File: config.mk
export PLATFORM = sky130hd
export DESIGN_NAME = acq_readout_sequencer
export DESIGN_NICKNAME = d
export VERILOG_FILES = /design/src/rtl/acq_readout_sequencer.sv
export SDC_FILE = /design/constraint.sdc
export NUM_CORES = 1
export LEC_CHECK = 0
export CORE_MARGIN = 2
export CORE_UTILIZATION = 54
export DETAILED_ROUTE_END_ITERATION = 8
export GPL_ROUTABILITY_DRIVEN = 1
export GPL_TIMING_DRIVEN = 0
export MAX_ROUTING_LAYER = met4
export PLACE_DENSITY_LB_ADDON = 0.08
export SETUP_SLACK_MARGIN = 0.5
export SLEW_MARGIN = 20
export SYNTH_ARGS = -nofsm -noshare
export SYNTH_HDL_FRONTEND = slang
export SYNTH_SLANG_ARGS = --single-unit
File: constraint.sdc
create_clock -name clk -period 3.61 [get_ports clk]
set_input_delay 0.361 -clock clk [delete_from_list [all_inputs] [get_ports clk]]
set_output_delay 0.361 -clock clk [all_outputs]
set_load 0.1 [all_outputs]
File: src/rtl/acq_readout_sequencer.sv
// Acquisition/readout sequencer: arms the capture core, waits for data, then streams
// each enabled channel's pre-trigger window as bytes. Optional macro: READOUT_HEADER_EN.
module acq_readout_sequencer #(
  parameter int RAM_WIDTH = 10,
  parameter int RD_LAT    = 2
) (
  input  logic                 clk,
  input  logic                 rstn,
  input  logic                 arm_req,
  input  logic                 abort,
  input  logic                 auto_rearm,
  input  logic [3:0]           chan_mask,
  input  logic [RAM_WIDTH:0]   nsamp,
  input  logic [RAM_WIDTH-1:0] triggerpoint,
  input  logic [RAM_WIDTH-1:0] wraddress_triggerpoint,
  input  logic                 data_ready,
  input  logic [7:0]           ram_q1,
  input  logic [7:0]           ram_q2,
  input  logic [7:0]           ram_q3,
  input  logic [7:0]           ram_q4,
  output logic                 start_trigger,
  output logic                 rden,
  output logic [RAM_WIDTH-1:0] rdaddress,
  output logic [7:0]           tx_data,
  output logic                 tx_valid,
  input  logic                 tx_ready,
  output logic                 busy,
  output logic                 done
);

  // Byte stream: a byte moves on every rising edge where tx_valid && tx_ready; once
  // raised, tx_valid and tx_data hold until that edge (or an abort drops tx_valid).

  typedef enum logic [2:0] {
    S_IDLE,
    S_ARM,
    S_WAIT_ACQ,
    S_SELECT,
    S_RD_ISSUE,
    S_RD_WAIT,
    S_SEND,
    S_DONE
  } state_t;

  localparam logic [2:0]           LAT_LAST = 3'(RD_LAT - 1);
  localparam logic [RAM_WIDTH-1:0] ADDR_ONE = {{(RAM_WIDTH-1){1'b0}}, 1'b1};
  localparam logic [RAM_WIDTH:0]   CNT_ONE  = {{RAM_WIDTH{1'b0}}, 1'b1};

  state_t               state_q, state_d;
  logic                 busy_q;
  logic                 tx_valid_q, tx_valid_d;
  logic [7:0]           tx_data_q, tx_data_d;
  logic [RAM_WIDTH-1:0] rdaddress_q, rdaddress_d;
  logic [RAM_WIDTH-1:0] addr_q, addr_d;
  logic [RAM_WIDTH-1:0] base_q, base_d;
  logic [RAM_WIDTH:0]   cnt_q, cnt_d;
  logic [2:0]           idx_q, idx_d;
  logic [2:0]           wait_q, wait_d;
  logic                 first_q, first_d;
`ifdef READOUT_HEADER_EN
  logic [1:0]           hdr_q, hdr_d;
`endif

  logic                 found;
  logic [1:0]           found_ch;
  logic [7:0]           ram_sel;
  logic [RAM_WIDTH-1:0] addr_inc;

  assign addr_inc = addr_q + ADDR_ONE;

  // Lowest enabled channel at or above the current index; descending scan so the
  // lowest match is the one left standing.
  always_comb begin
    found    = 1'b0;
    found_ch = 2'd0;
    for (int i = 3; i >= 0; i--) begin
      if (chan_mask[i] && (3'(i) >= idx_q)) begin
        found    = 1'b1;
        found_ch = 2'(i);
      end
    end
  end

  always_comb begin
    case (idx_q[1:0])
      2'd0:    ram_sel = ram_q1;
      2'd1:    ram_sel = ram_q2;
      2'd2:    ram_sel = ram_q3;
      default: ram_sel = ram_q4;
    endcase
  end

  always_comb begin
    state_d     = state_q;
    tx_valid_d  = tx_valid_q;
    tx_data_d   = tx_data_q;
    rdaddress_d = rdaddress_q;
    addr_d      = addr_q;
    base_d      = base_q;
    cnt_d       = cnt_q;
    idx_d       = idx_q;
    wait_d      = wait_q;
    first_d     = first_q;
`ifdef READOUT_HEADER_EN
    hdr_d       = hdr_q;
`endif

    case (state_q)
      S_IDLE: begin
        if (arm_req) state_d = S_ARM;
      end
      S_ARM: begin
        state_d = S_WAIT_ACQ;
        first_d = 1'b1;
      end
      S_WAIT_ACQ: begin
        // The core clears data_ready on the arm edge, so the first cycle may still
        // show the previous acquisition's flag.
        if (first_q) begin
          first_d = 1'b0;
        end else if (data_ready) begin
          state_d = S_SELECT;
          base_d  = wraddress_triggerpoint - triggerpoint;
          idx_d   = 3'd0;
        end
      end
      S_SELECT: begin
        if (!found || (nsamp == '0)) begin
          state_d = S_DONE;
        end else begin
          idx_d  = {1'b0, found_ch};
          addr_d = base_q;
          cnt_d  = nsamp;
`ifdef READOUT_HEADER_EN
          tx_data_d  = {4'hA, found_ch, 2'b00};
          tx_valid_d = 1'b1;
          hdr_d      = 2'd1;
          state_d    = S_SEND;
`else
          rdaddress_d = base_q;
          state_d     = S_RD_ISSUE;
`endif
        end
      end
      S_RD_ISSUE: begin
        state_d = S_RD_WAIT;
        wait_d  = 3'd0;
      end
      S_RD_WAIT: begin
        if (wait_q == LAT_LAST) begin
          tx_data_d  = ram_sel;
          tx_valid_d = 1'b1;
          state_d    = S_SEND;
        end else begin
          wait_d = wait_q + 3'd1;
        end
      end
      S_SEND: begin
        if (tx_valid_q && tx_ready) begin
`ifdef READOUT_HEADER_EN
          if (hdr_q == 2'd1) begin
            tx_data_d = 8'(base_q);
            hdr_d     = 2'd2;
          end else if (hdr_q == 2'd2) begin
            hdr_d       = 2'd0;
            tx_valid_d  = 1'b0;
            rdaddress_d = addr_q;
            state_d     = S_RD_ISSUE;
          end else
`endif
          begin
            tx_valid_d = 1'b0;
            addr_d     = addr_inc;
            cnt_d      = cnt_q - CNT_ONE;
            if (cnt_q == CNT_ONE) begin
              idx_d   = idx_q + 3'd1;
              state_d = S_SELECT;
            end else begin
              rdaddress_d = addr_inc;
              state_d     = S_RD_ISSUE;
            end
          end
        end
      end
      S_DONE: begin
        state_d = auto_rearm ? S_ARM : S_IDLE;
      end
      default: state_d = S_IDLE;
    endcase

    if (abort) begin
      state_d    = S_IDLE;
      tx_valid_d = 1'b0;
`ifdef READOUT_HEADER_EN
      hdr_d      = 2'd0;
`endif
    end
  end

  always_ff @(posedge clk or negedge rstn) begin
    if (!rstn) begin
      state_q     <= S_IDLE;
      busy_q      <= 1'b0;
      tx_valid_q  <= 1'b0;
      tx_data_q   <= 8'd0;
      rdaddress_q <= '0;
      addr_q      <= '0;
      base_q      <= '0;
      cnt_q       <= '0;
      idx_q       <= 3'd0;
      wait_q      <= 3'd0;
      first_q     <= 1'b0;
`ifdef READOUT_HEADER_EN
      hdr_q       <= 2'd0;
`endif
    end else begin
      state_q     <= state_d;
      busy_q      <= (state_d != S_IDLE);
      tx_valid_q  <= tx_valid_d;
      tx_data_q   <= tx_data_d;
      rdaddress_q <= rdaddress_d;
      addr_q      <= addr_d;
      base_q      <= base_d;
      cnt_q       <= cnt_d;
      idx_q       <= idx_d;
      wait_q      <= wait_d;
      first_q     <= first_d;
`ifdef READOUT_HEADER_EN
      hdr_q       <= hdr_d;
`endif
    end
  end

  // Strobes are state decodes, so reset and abort clear them without extra logic.
  assign start_trigger = (state_q == S_ARM);
  assign rden          = (state_q == S_RD_ISSUE);
  assign done          = (state_q == S_DONE);
  assign busy          = busy_q;
  assign tx_valid      = tx_valid_q;
  assign tx_data       = tx_data_q;
  assign rdaddress     = rdaddress_q;

endmodule

==> key figures <==
Run status
  – Status: complete, no violations

STA
  – Finish-stage setup viols: 0
  – RSZ-0062 raised after global routing: no
  – Worst slew pin tran: 0.9975 ns
  – Worst hold slack: 0.4021 ns
  – Worst rel slew slack: 33.29%
  – Setup TNS Final: 0 ns
  – Final Hold Viols: 0
  – Post-route clock period utilization: 77.48%
  – Fmax achieved: 357.5 MHz
  – Clock skew: 0.005142 ns
  – Pins over their slew limit: 0
  – Fin crit period: 2.797 ns

Worst setup path
  – Setup crit end kind: output port
  – Worst setup SP type: flip-flop
  – Crit Path Category: flip-flop to output port
  – Delay-heaviest family, CP: buffers and inverters
  – CP max stage delay: 1.13 ns
  – Critical path's slowest cell: clkdlybuf4s50_1
  – WP data arrival: 2.44 ns
  – Worst EP required: 3.25 ns
  – Critical path fanouts, max: 10
  – Buf/Inv on CP: 3
  – Critical-path cell list: buf_2 > nor2_1 > nand2_1 > inv_1 > clkdlybuf4s50_1

Pwr
  – Worst VDD drop: 0.3420 mV
  – Leak: 0.002241 µW
  – Power per cell area: 509.0 nW/µm²

Synthesis
  – Synth Register Bits: 61
  – Yosys top cell by area: dfrtp_1
  – Most common flop cell mapped by yosys: dfrtp_1
  – Post-synth EDFFs: 0
  – Cell variety after synth: 57
  – Commonest cells post-synth: 61 x dfrtp_1, 56 x nand2_1, 44 x o21ai_0, 43 x nor2_1, 34 x a21oi_1
  – Synthesized cell area: 3820 µm²
  – Syn avg cell area: 8.603 µm²
  – Ranking of synthesized cells by area: dfrtp_1 40%, ha_1 5.9%, o21ai_0 5.8%
  – Count leader, synth: dfrtp_1
  – Yosys Warn Count: 0
  – Gate Count Post-Synth: 444
  – Syn nets: 537
  – Post-synthesis sequential area ratio: 39.96%
  – Area share of the largest cell type after synthesis: 39.96%
  – Asr flop ratio synth: 100.0%

Floorplanning
  – Die ar.: 7762 µm²
  – Core area: 6832 µm²
  – Row cnt: 30
  – Die Width: 88.11 µm
  – Die height: 88.11 µm
  – Initial Util: 55.92%
  – IO Pins: 97

Clocking
  – Reg clk slew, reported paths: 0.07 ns
  – Clock sink count: 61
  – Worst-Skew Late Latency: 0.34 ns
  – CTS Buf Count: 9
  – Post-cts sizing count: 0
  – Clock root cell: clkbuf_8
  – CTS H-tree depth: 3
  – CTS tree: yes
  – Max clock buf depth: 2

Global route
  – First-pass GRT wire length: 16550 µm
  – All-Layer GR Usage: 28.23%
  – Largest net degree at the start of global routing: 53
  – Initial antenna violation count: 0
  – Number of global-route vias before repair: 3658
  – Gr ovfl total: 0

Route
  – Routed WL: 10200 µm
  – Routed Antenna Nets: 0
  – Via density: 5.761
  – Via count of the routed design: 3768
  – Drt pass-1 iters: 5
  – DRT iter0 DRCs: 214
  – # DRC: 0
  – Drt wl/cell: 15.59 µm

Layout
  – Layout cells sized above 1: 7.348%
  – Multi-input gate area: 2101 µm²
  – Area Growth Syn to Fin: 35.11%
  – ANT cells: 0
  – Final Core Density: 75.55%
  – Fillcell total: 525
  – Final Net Count: 646
  – Final instance area: 5161 µm²
  – Sequential Area: 1526 µm²

Placement
  – Routability congestion estimate: 0.9196
  – Post-place instance area: 4926 µm²
  – PortBufs: 96
  – Placed wire-length estimate: 7596 µm

Flow run
  – Maxcap violations: 0

Worst hold path
  – Hold Path Class: primary input to async pin
## report_power, final
| group | leakage (µW) | switching, µW | internal [µW] |
|---|---|---|---|
| combinational | 0.00136 | 600 | 378 |
| sequential | 0.000760 | 136 | 819 |
| clock | 0.000116 | 270 | 424 |
## worst register-to-register path, stage by stage (launching register included)
cell	delay [ns]
dfrtp_1	0.47
inv_1	0.12
ha_1	0.20
buf_2	0.18
nor4bb_1	0.30
nor3_1	0.14
o31ai_2	0.45
nor2_2	0.20
buf_2	0.24
a21oi_1	0.16
a21oi_1	0.06
## kinds of logic after synthesis
logic type / count (synthesis) / share of synthesized area (%)
xor+xnor: 13 / 2.981
flops: 61 / 39.96
fa+ha+maj: 19 / 6.420
buf+inv: 45 / 5.044
compound gates: 133 / 21.98
simple gates: 158 / 19.32
mux: 15 / 4.291
## registers in the layout (all words and copies together), names as in the netlist
signal,flops
addr_q,10
base_q,10
busy,1
cnt_q,11
first_q,1
idx_q,3
rdaddress,10
state_q,3
tx_data,8
tx_valid,1
wait_q,3
## final timing paths
check / end / cells after the start / slack, ns / from
max: rden / 5 / 0.81 / state_q[0]
min: cnt_q[5] / 2 / 0.40 / rstn
max reg2reg: cnt_q[8] / 10 / 0.97 / idx_q[0]
min reg2reg: tx_data[5] / 2 / 0.48 / tx_data[5]
max in group asynchronous: tx_data[1] / 3 / 2.71 / rstn
min in group clk: tx_data[5] / 2 / 0.48 / tx_data[5]
## layer usage
metal | part of all wire [%] | up-vias | global-route usage (%)
li1 | - | 1815 | -
met1 | 42 | 1809 | 32.91
met2 | 50 | 123 | 48.00
met3 | 5.5 | 21 | 5.090
met4 | 2.0 | 0 | 11.85
met5 | 0 | - | -
## cells in the final DEF (no fill, tap or decap), drive strengths merged, types with 3 or more instances in the layout
master,synthesis,layout
a211oi,3,3
a21oi,34,34
a222oi,8,8
a31oi,7,7
and3,4,4
buf,10,12
clkbuf,15,27
clkdlybuf4s50,0,95
dfrtp,61,61
ha,18,18
inv,20,20
mux2,11,11
mux2i,4,4
nand2,56,56
nand2b,4,4
nand3,11,11
nand4,3,3
nor2,44,44
nor2b,4,4
nor3,15,15
nor4,6,6
o21a,7,7
o21ai,47,47
o22a,3,3
o31ai,7,7
xnor2,6,6
xor2,7,7
## area by class of cell
cell class / instances / area share, %
Tap cell: 96 / 2.327
Clock buffer: 12 / 3.006
Timing Repair Buffer: 98 / 19.30
Clock inverter: 4 / 1.358
Multi-Input combinational cell: 338 / 40.70
Sequential cell: 61 / 29.58
Buffer: 25 / 2.279
Inverter: 20 / 1.455
## repair_timing
action,4_1_cts,5_1_grt
buffers inserted,0,0
endpoints found under the hold margin,9,0
hold buffers,1,0
## per-stage QoR
stage,std cells,setup WS [ns],total power [µW]
final,654,0.8131,2627
after global routing,654,0.6912,2774
after CTS,654,0.8044,2623
after detailed placement,637,0.6826,1929
after global placement,636,0.2031,1887
after floorplan,444,1.432,1619
Note: power is estimated with default switching activity, not from simulation.
